## src/rtl/icache_pkg.sv

```systemverilog
// Shared types and geometry helpers for the direct-mapped instruction cache.
// Address layout: {tag, index, offset} over a 16-bit word address.
package icache_pkg;

    typedef enum logic [1:0] {
        IDLE = 2'd0,
        REQ  = 2'd1,
        FILL = 2'd2
    } state_t;

    localparam int ADDR_W         = 16;
    localparam int DATA_W         = 16;
    localparam int WORDS_PER_LINE = 4;
    localparam int OFFSET_W       = 2;

    function automatic int idx_w(input int lines);
        return $clog2(lines);
    endfunction

    function automatic int tag_w(input int lines);
        return ADDR_W - OFFSET_W - $clog2(lines);
    endfunction

endpackage

```

## src/rtl/icache_line_store.sv

```systemverilog
// Valid/tag/data storage for the instruction cache: combinational read port,
// single-word fill port, tag+valid commit port and a global invalidate.
module icache_line_store
    import icache_pkg::*;
#(
    parameter int LINES = 8,
    localparam int IDX  = idx_w(LINES),
    localparam int TAG  = tag_w(LINES)
) (
    input  logic                clk,
    input  logic                rst,
    input  logic                inv_all,
    input  logic [IDX-1:0]      rd_idx,
    input  logic [OFFSET_W-1:0] rd_off,
    output logic                rd_valid,
    output logic [TAG-1:0]      rd_tag,
    output logic [DATA_W-1:0]   rd_word,
    input  logic [IDX-1:0]      wr_idx,
    input  logic [OFFSET_W-1:0] wr_off,
    input  logic                wr_word_en,
    input  logic [DATA_W-1:0]   wr_word,
    input  logic                wr_tag_en,
    input  logic [TAG-1:0]      wr_tag,
    input  logic                wr_valid
);

    logic [LINES-1:0]  valid_r;
    logic [TAG-1:0]    tag_r  [0:LINES-1];
    logic [DATA_W-1:0] data_r [0:LINES-1][0:WORDS_PER_LINE-1];

    // Read port: lookup by the fetch index and word offset.
    always_comb begin
        rd_valid = valid_r[rd_idx];
        rd_tag   = tag_r[rd_idx];
        rd_word  = data_r[rd_idx][rd_off];
    end

    // Valid bits; a global invalidate beats a same-cycle line commit.
    always_ff @(posedge clk or posedge rst) begin
        if (rst) begin
            valid_r <= '0;
        end else if (inv_all) begin
            valid_r <= '0;
        end else if (wr_tag_en) begin
            valid_r[wr_idx] <= wr_valid;
        end else begin
            valid_r <= valid_r;
        end
    end

    // Tag and data arrays carry no reset; valid gates every use of them.
    always_ff @(posedge clk) begin
        if (wr_word_en) begin
            data_r[wr_idx][wr_off] <= wr_word;
        end
        if (wr_tag_en) begin
            tag_r[wr_idx] <= wr_tag;
        end
    end

endmodule

```

## src/rtl/icache_dm.sv

```systemverilog
// Direct-mapped read-only instruction cache: zero-latency hits, blocking
// line refill over a request/grant + beat-valid memory handshake.
module icache_dm
    import icache_pkg::*;
#(
    parameter int LINES = 8
) (
    input  logic        clk,
    input  logic        rst,
    input  logic        fetch_req,
    input  logic [15:0] pc_addr,
    input  logic        inv_all,
    output logic [15:0] instr,
    output logic        instr_valid,
    output logic        stall,
    output logic        mem_re,
    output logic [15:0] mem_addr,
    input  logic        mem_gnt,
    input  logic        mem_rvalid,
    input  logic [15:0] mem_rdata,
    output logic [15:0] miss_cnt
);

    localparam int IDX = idx_w(LINES);
    localparam int TAG = tag_w(LINES);

    state_t              state_r;
    state_t              state_nxt_s;
    logic [OFFSET_W-1:0] beat_r;
    logic                kill_r;
    logic                mem_re_r;
    logic [15:0]         mem_addr_r;
    logic [15:0]         miss_cnt_r;

    logic [OFFSET_W-1:0] pc_off_s;
    logic [IDX-1:0]      pc_idx_s;
    logic [TAG-1:0]      pc_tag_s;
    logic [IDX-1:0]      fill_idx_s;
    logic [TAG-1:0]      fill_tag_s;

    logic                rd_valid_s;
    logic [TAG-1:0]      rd_tag_s;
    logic [DATA_W-1:0]   rd_word_s;

    logic                hit_s;
    logic                miss_s;
    logic                beat_s;
    logic                last_beat_s;
    logic                commit_valid_s;

    // Address fields of the fetch and of the line being refilled.
    always_comb begin
        pc_off_s   = pc_addr[OFFSET_W-1:0];
        pc_idx_s   = pc_addr[OFFSET_W+IDX-1:OFFSET_W];
        pc_tag_s   = pc_addr[ADDR_W-1:OFFSET_W+IDX];
        fill_idx_s = mem_addr_r[OFFSET_W+IDX-1:OFFSET_W];
        fill_tag_s = mem_addr_r[ADDR_W-1:OFFSET_W+IDX];
    end

    icache_line_store #(
        .LINES (LINES)
    ) u_store (
        .clk        (clk),
        .rst        (rst),
        .inv_all    (inv_all),
        .rd_idx     (pc_idx_s),
        .rd_off     (pc_off_s),
        .rd_valid   (rd_valid_s),
        .rd_tag     (rd_tag_s),
        .rd_word    (rd_word_s),
        .wr_idx     (fill_idx_s),
        .wr_off     (beat_r),
        .wr_word_en (beat_s),
        .wr_word    (mem_rdata),
        .wr_tag_en  (last_beat_s),
        .wr_tag     (fill_tag_s),
        .wr_valid   (commit_valid_s)
    );

    // State register.
    always_ff @(posedge clk or posedge rst) begin
        if (rst) begin
            state_r <= IDLE;
        end else begin
            state_r <= state_nxt_s;
        end
    end

    // Next-state logic; a fill always runs to beat 3 once granted.
    always_comb begin
        state_nxt_s = state_r;
        case (state_r)
            IDLE: begin
                if (miss_s) begin
                    state_nxt_s = REQ;
                end else begin
                    state_nxt_s = IDLE;
                end
            end
            REQ: begin
                if (mem_gnt) begin
                    state_nxt_s = FILL;
                end else begin
                    state_nxt_s = REQ;
                end
            end
            FILL: begin
                if (last_beat_s) begin
                    state_nxt_s = IDLE;
                end else begin
                    state_nxt_s = FILL;
                end
            end
            default: state_nxt_s = IDLE;
        endcase
    end

    // Output logic: hit/miss decode, beat strobes and the pipeline view.
    // inv_all in IDLE suppresses the hit so the fetch is treated as a miss.
    always_comb begin
        hit_s          = (state_r == IDLE) & fetch_req & ~inv_all & rd_valid_s
                         & (rd_tag_s == pc_tag_s);
        miss_s         = (state_r == IDLE) & fetch_req & ~hit_s;
        beat_s         = (state_r == FILL) & mem_rvalid;
        last_beat_s    = beat_s & (beat_r == 2'd3);
        commit_valid_s = ~kill_r & ~inv_all;
        instr_valid    = hit_s;
        stall          = fetch_req & ~hit_s;
        if (hit_s) begin
            instr = rd_word_s;
        end else begin
            instr = 16'h0000;
        end
    end

    // Memory request and line address, held from the miss until the grant.
    always_ff @(posedge clk or posedge rst) begin
        if (rst) begin
            mem_re_r   <= 1'b0;
            mem_addr_r <= 16'h0000;
        end else begin
            mem_re_r <= (state_nxt_s == REQ);
            if (miss_s) begin
                mem_addr_r <= {pc_addr[ADDR_W-1:OFFSET_W], 2'b00};
            end else begin
                mem_addr_r <= mem_addr_r;
            end
        end
    end

    // Beat counter: cleared on grant, advanced on every accepted beat.
    always_ff @(posedge clk or posedge rst) begin
        if (rst) begin
            beat_r <= 2'd0;
        end else if ((state_r == REQ) && mem_gnt) begin
            beat_r <= 2'd0;
        end else if (beat_s) begin
            beat_r <= beat_r + 2'd1;
        end else begin
            beat_r <= beat_r;
        end
    end

    // Kill flag: an invalidate during a refill keeps that line invalid.
    always_ff @(posedge clk or posedge rst) begin
        if (rst) begin
            kill_r <= 1'b0;
        end else if (last_beat_s) begin
            kill_r <= 1'b0;
        end else if (inv_all && (state_r != IDLE)) begin
            kill_r <= 1'b1;
        end else begin
            kill_r <= kill_r;
        end
    end

    // Saturating miss counter, stepped on the edge that leaves IDLE.
    always_ff @(posedge clk or posedge rst) begin
        if (rst) begin
            miss_cnt_r <= 16'h0000;
        end else if (miss_s && (miss_cnt_r != 16'hFFFF)) begin
            miss_cnt_r <= miss_cnt_r + 16'h0001;
        end else begin
            miss_cnt_r <= miss_cnt_r;
        end
    end

    assign mem_re   = mem_re_r;
    assign mem_addr = mem_addr_r;
    assign miss_cnt = miss_cnt_r;

endmodule

```

## config.mk

```make
export PLATFORM = sky130hd
export DESIGN_NAME = icache_dm
export DESIGN_NICKNAME = d
export VERILOG_FILES = /design/src/rtl/icache_pkg.sv /design/src/rtl/icache_line_store.sv /design/src/rtl/icache_dm.sv
export SDC_FILE = /design/constraint.sdc
export NUM_CORES = 1
export LEC_CHECK = 0
export CAP_MARGIN = 20
export CORE_MARGIN = 5
export CORE_UTILIZATION = 60
export CTS_CLUSTER_DIAMETER = 50
export DETAILED_ROUTE_END_ITERATION = 7
export DONT_BUFFER_PORTS = 1
export PLACE_DENSITY = 0.78
export SYNTH_ARGS = -nofsm -noshare
export SYNTH_HDL_FRONTEND = slang
export SYNTH_HIERARCHICAL = 1
export SYNTH_SLANG_ARGS = --single-unit
```

## constraint.sdc

```tcl
create_clock -name clk -period 8.4 [get_ports clk]
set_clock_uncertainty 0.2 [all_clocks]
set_input_delay 0.84 -clock clk [delete_from_list [all_inputs] [get_ports clk]]
set_output_delay 0.84 -clock clk [all_outputs]
set_load 0.01 [all_outputs]
```

-- Word-level counts from Yosys, hierarchy flattened
Memories as Yosys holds them, arrays and structs flattened.
Index checks and enable logic that the tools add are counted.
- bits in registers: 44
- bits in writable memories: 600
- input port bits: 38
- output and inout bits: 51
- logic and storage cells: 72
- memories kept: 2
- memories (memory ; depth ; width ; rd ports ; clocked after memory_dff ; write ports ; line ; RTL):
    u_store.data_r ; 8 ; 64 ; 1 ; 0 ; 1 ; icache_line_store.sv:29 ; logic [DATA_W-1:0] data_r [0:LINES-1][0:WORDS_PER_LINE-1];
    u_store.tag_r ; 8 ; 11 ; 1 ; 0 ; 1 ; icache_line_store.sv:28 ; logic [TAG-1:0] tag_r [0:LINES-1];
- $add $sub $neg: 2
- $lt $le $gt $ge: 6
- equal/unequal tests: 6
- muxes and demuxes: 25
- bitwise operators: 14
- reduce and logical (&&, ||, !) cells: 10
- operators with widths (kind ; count):
    $mux W16 ; 4
    $mux W64 ; 1
    $bmux W16 S2 ; 1
    $demux W16 S2 ; 1
    $add A16 B1 Y16 const B ; 1
    $mux W8 ; 2
    $ne A16 B16 Y1 const B ; 1
    $eq A11 B11 Y1 ; 1
    $and A1 B1 Y1 ; 9
    $bwmux W8 ; 1
    $lt A3 B4 Y1 const B ; 2
    $mux W1 ; 8
    $mux W2 ; 4
    $reduce_bool A2 Y1 ; 4
    $ge A3 B3 Y1 const B ; 2
    $not A2 Y3 ; 2
    $pmux W2 S3 ; 1
    $logic_and A1 B1 Y1 ; 5
    $eq A2 B1 Y1 const B ; 2
    $eq A2 B2 Y1 const B ; 2
    $bmux W1 S3 ; 1
    $demux W1 S3 ; 1
    $ge A3 B1 Y1 const B ; 1
    $lt A3 B1 Y1 const B ; 1
    3 further kinds ; 5

-- Logic depth before layout (Yosys ltp)
- depth in word-level cells: 10
- depth in mapped cells: 11
- gate-level depth less buffers: 7

-- By module
The synthesis kept the hierarchy.
- modules (own cells, without submodules) (module ; instances ; cells an instance ; area each (um^2) ; sequential area each (um^2)):
    icache_line_store ; 1 ; 1297 ; 23902.9 ; 18217.5
    icache_dm ; 1 ; 184 ; 1974.4 ; 900.9

-- Worst setup path before layout
Ideal clock, no wire load.
- path type: input port to output port
- start point: input pc_addr[3]
- end point: output instr[10]
- arrival: 3.202 ns
- required time: 7.360 ns
- path slack: 4.158 ns
- stages on the path: 11
- path through: buf_4 buf_6 buf_2 mux4_2 mux2_2 xor2_1 nor4_4 nand2_1 nor3_4 buf_4 and2_1
- elaborated cells on any way between the ends: 11
- those cells by class: eq/ne (1); mux (6); bitwise (2); memory (2)
- RTL lines (item ; line ; RTL):
    start: declaration ; icache_dm.sv:11 ; input logic [15:0] pc_addr,
    $mem_v2 Z8 W11 ; - ;
    net rd_tag_s[2] ; icache_dm.sv:42 ; logic [TAG-1:0] rd_tag_s;
    $eq A11 B11 Y1 ; icache_dm.sv:122 ; & (rd_tag_s == pc_tag_s);
    $and A1 B1 Y1 ; icache_dm.sv:122 ;
    net instr_valid ; icache_dm.sv:14 ; output logic instr_valid,
    $mux W16 ; icache_dm.sv:129 ; if (hit_s) begin
    end: declaration ; icache_dm.sv:13 ; output logic [15:0] instr,
The timed path passes the listed nets, and every way through them passes these cells. The select of a mux whose other input is x is not followed.

-- Final worst setup path
- start point: input pc_addr[3]
- end point: output instr[5]
The elaborated chain is that of the path after synthesis.

==> reports/qor.txt <==
================================================================================
Slew HR                                                                    22.5%
Count of final setup violators                                                 0
# H-tree levels                                                                2
Worst setup slack before clock tree synthesis                            3790 ps
Endpoint type of the worst setup path                                 output pin
Dominant synthesized flop cell                                          edfxtp_1
Max incr delay on CP                                                      800 ps
Per-cell routed wire length                                              25.7 µm
DRC viols                                                                      0
Tot GR Track Use                                                           22.9%
Total leakage power                                                      9.79 nW
Final setup slack of the worst path                                      3280 ps
Startpoint type of the worst setup path                             primary input
Clock transition at the registers of the reported paths                    60 ps
Placeable core region                                                  42900 µm²
Cell area power density                                               244 nW/µm²
Layout area overhead                                                       9.22%
Run status                                                          finished clean
CTS root buf                                                           clkbuf_16
Post-cts resize count                                                          0
GPL Wtd Cong                                                               0.799
Via count of the first global-routing pass                                 13118
WP depth                                                                       7
Routed via count                                                           13444
Final Total Pwr                                                          6.89 mW
Starting density of the core                                               60.3%
Number of enable-type register cells in the synthesized netlist              600
Post-detailed-route via-to-cell ratio                                       6.33
Number of flip-flops and latches in the synthesized netlist                  644
Final critical delay including setup and external delays                 5120 ps
Number of placement rows                                                      76
DP Wirelength                                                            30.6 mm
RSZ-0062 raised after global routing                                          no
Die outline height                                                        218 µm
Crit path DAT                                                            4080 ps
First-pass GRT wire length                                               81.8 mm
First-pass iteration count of the detailed router                              5
Total negative slack                                                        0 ps
Pin count of the biggest net entering global routing                         282
Crit path required time                                                  7360 ps
Antenna diodes                                                                 0
Number of clock buffers inserted by TritonCTS                                 61
Largest driver fanout on the critical path                                   281
Highest metal used                                                          met4
Number of input and output port buffers inserted                               0
Max Slew Vio Count                                                             0
Worst slew pin tran                                                      1160 ps
Slowest CP cell                                                           nor3_4
Critical Path, Cell by Cell                                         mux4_2, mux2_2, xor2_1, nor4_4, nand2_1, nor3_4, and2_1
Final-layout fill cell count                                                2740
DR WL met2                                                               26.8 mm
Number of nets still failing antenna checks after routing                      0
Number of buffers and inverters on the critical path                           0
Synth cell types                                                              50
Yosys Warn Count                                                               6
Final worst-path cycle share                                               60.9%
Synth Cell Area                                                        25900 µm²
Quantity of hold-fixing buffers added after cts                                1
Met3 routed wirelength                                                   4.56 mm
Met1 routed wirelength after detailed routing                            22.1 mm
Worst hold slack                                                         89.7 ps
Gate Count Post-Synth                                                       1481
Post-route insts no fill                                                    2123
Synthesized area divided by synthesized cell count                      17.5 µm²
Max-Cap Viols                                                                  0
Total overflow reported by the global router                                   0
Worst vdd ir                                                            0.153 mV
Clock net sink count                                                         644
Full die area                                                          47400 µm²
Share of post-route cells with drive strength above 1                      11.2%
Worst Reg2Reg Path Length in Cells                                             7
Boundary pin count                                                            89
Hold Path Stages                                                               1
Clock network latency to the later pin of the worst-skew pair             610 ps
Setup fix buffers added after clock tree synthesis                             0
Ys async rst share                                                         6.83%
Class of the tightest hold or removal check                         primary input to flip-flop
Net count, final                                                            1530
Worst path top cell family by delay                                 simple AND/OR/NAND/NOR gates
Maximum clock rate                                                       195 MHz
Starting DRT DRC Count                                                      1484
Clock tree from TritonCTS                                                    yes
Number of antenna violations at the first check in global routing              0
Chip Width                                                                218 µm
Worst setup path class                                              primary input to output pin
Final-report hold violation count                                              0
DP Cell Count                                                               2010
Portion of the post-synthesis area used by sequential elements             73.9%
Total wirelength of the detailed-routed design                           54.6 mm
Worst-case clock buffer depth                                                  3
================================================================================
==> state kept, by name (all words and copies together), names as in the netlist <==
name,count
miss_cnt,16
state_r,2
u_store/tag_r,88
beat_r,2
mem_re,1
kill_r,1
u_store/valid_r,8
mem_addr,14
u_store/data_r,512
==> metrics by stage <==
step / util, % / instance area (µm²)
floorplan: - / 25900
global placement: 61.3 / 26300
detailed placement: 61.3 / 26300
CTS: 65.9 / 28300
global route: 65.9 / 28300
finish: 65.9 / 28300
==> path summary, 6_finish.rpt <==
| path | start | end | slack (ps) |
|---|---|---|---|
| setup / recovery | pc_addr[3] | instr[5] | 3280 |
| hold / removal | inv_all | u_store/valid_r[7] | 90 |
| setup reg to reg | u_store/tag_r[0][0] | mem_addr[12] | 5210 |
| hold reg to reg | kill_r | kill_r | 320 |
| max in group asynchronous | rst | kill_r | 6660 |
| min in group asynchronous | rst | u_store/valid_r[4] | 500 |
==> synth_stat cells, drive strengths merged, types with 4 or more instances <==
cell	instances	area, µm²
edfxtp	600	18000
mux2i	263	2630
buf	73	552
a22oi	66	495
nor2	58	220
nand2	46	180
dfrtp	44	1100
nand3	41	205
a21oi	37	185
a22o	32	280
nand4	29	196
mux2	27	304
mux4	24	574
nor3	21	116
and2	18	113
a31oi	17	106
xnor2	17	149
clkbuf	14	53.8
and3	8	50.1
xor2	8	70.1
inv	5	18.8
nand3b	5	37.5
nor2b	4	25.0
==> routing by layer <==
layer / vias to the layer above / GRT usage [%]
met3: 85 / 3.76
met1: 6910 / 33.1
met2: 597 / 37.0
li1: 5852 / -
met4: 0 / 6.34
met5: - / 0
==> layout make-up <==
type,instances,area (µm²),share of cell area [%]
Sequential cell,644,19100,67.6
Timing Repair Buffer,32,246,0.872
Clock buffer,82,1650,5.83
Tap cell,585,732,2.59
Inverter,6,22.5,0.0797
Multi-Input combinational cell,745,6200,21.9
Clock inverter,29,302,1.07
==> power breakdown <==
| part | leakage (nW) | switching (mW) | internal, mW | total, mW |
|---|---|---|---|---|
| Clock | 0.949 | 1.12 | 1.53 | 2.65 |
| Sequential | 5.96 | 0.168 | 3.67 | 3.84 |
| Combinational | 2.88 | 0.229 | 0.168 | 0.398 |
| Total | 9.79 | 1.52 | 5.37 | 6.89 |
==> cell families after synthesis <==
kind of cell	after synthesis	share of synthesized area [%]
flip-flops	644	73.9
multiplexers	314	13.6
AND/OR/NAND/NOR	243	4.87
AO/OA/AOI/OAI	159	4.30
buffers and inverters	93	2.43
XOR/XNOR	25	0.846
adder cells (fa/ha/maj)	2	0.0967
other	1	0.0145
==> placed cells by master, fill, tap and decap left out, drive strengths merged, types with 2 or more instances in the layout <==
| cell type | instances |
|---|---|
| buf | 31 |
| mux2i | 263 |
| a31oi | 17 |
| xnor2 | 17 |
| a22o | 32 |
| nor3b | 2 |
| nand2b | 3 |
| conb | 2 |
| o21ai | 3 |
| nor2b | 4 |
| xor2 | 8 |
| and2 | 18 |
| edfxtp | 600 |
| clkinv | 23 |
| a22oi | 66 |
| ha | 2 |
| clkbuf | 82 |
| nand3 | 41 |
| bufinv | 5 |
| mux2 | 27 |
| nor3 | 21 |
| nand2 | 46 |
| a211oi | 2 |
| nor2 | 58 |
| and3 | 8 |
| or3b | 3 |
| mux4 | 24 |
| inv | 6 |
| nand4 | 29 |
| a21oi | 37 |
| nand3b | 5 |
| dfrtp | 44 |
Note: power is estimated with default switching activity, not from simulation.
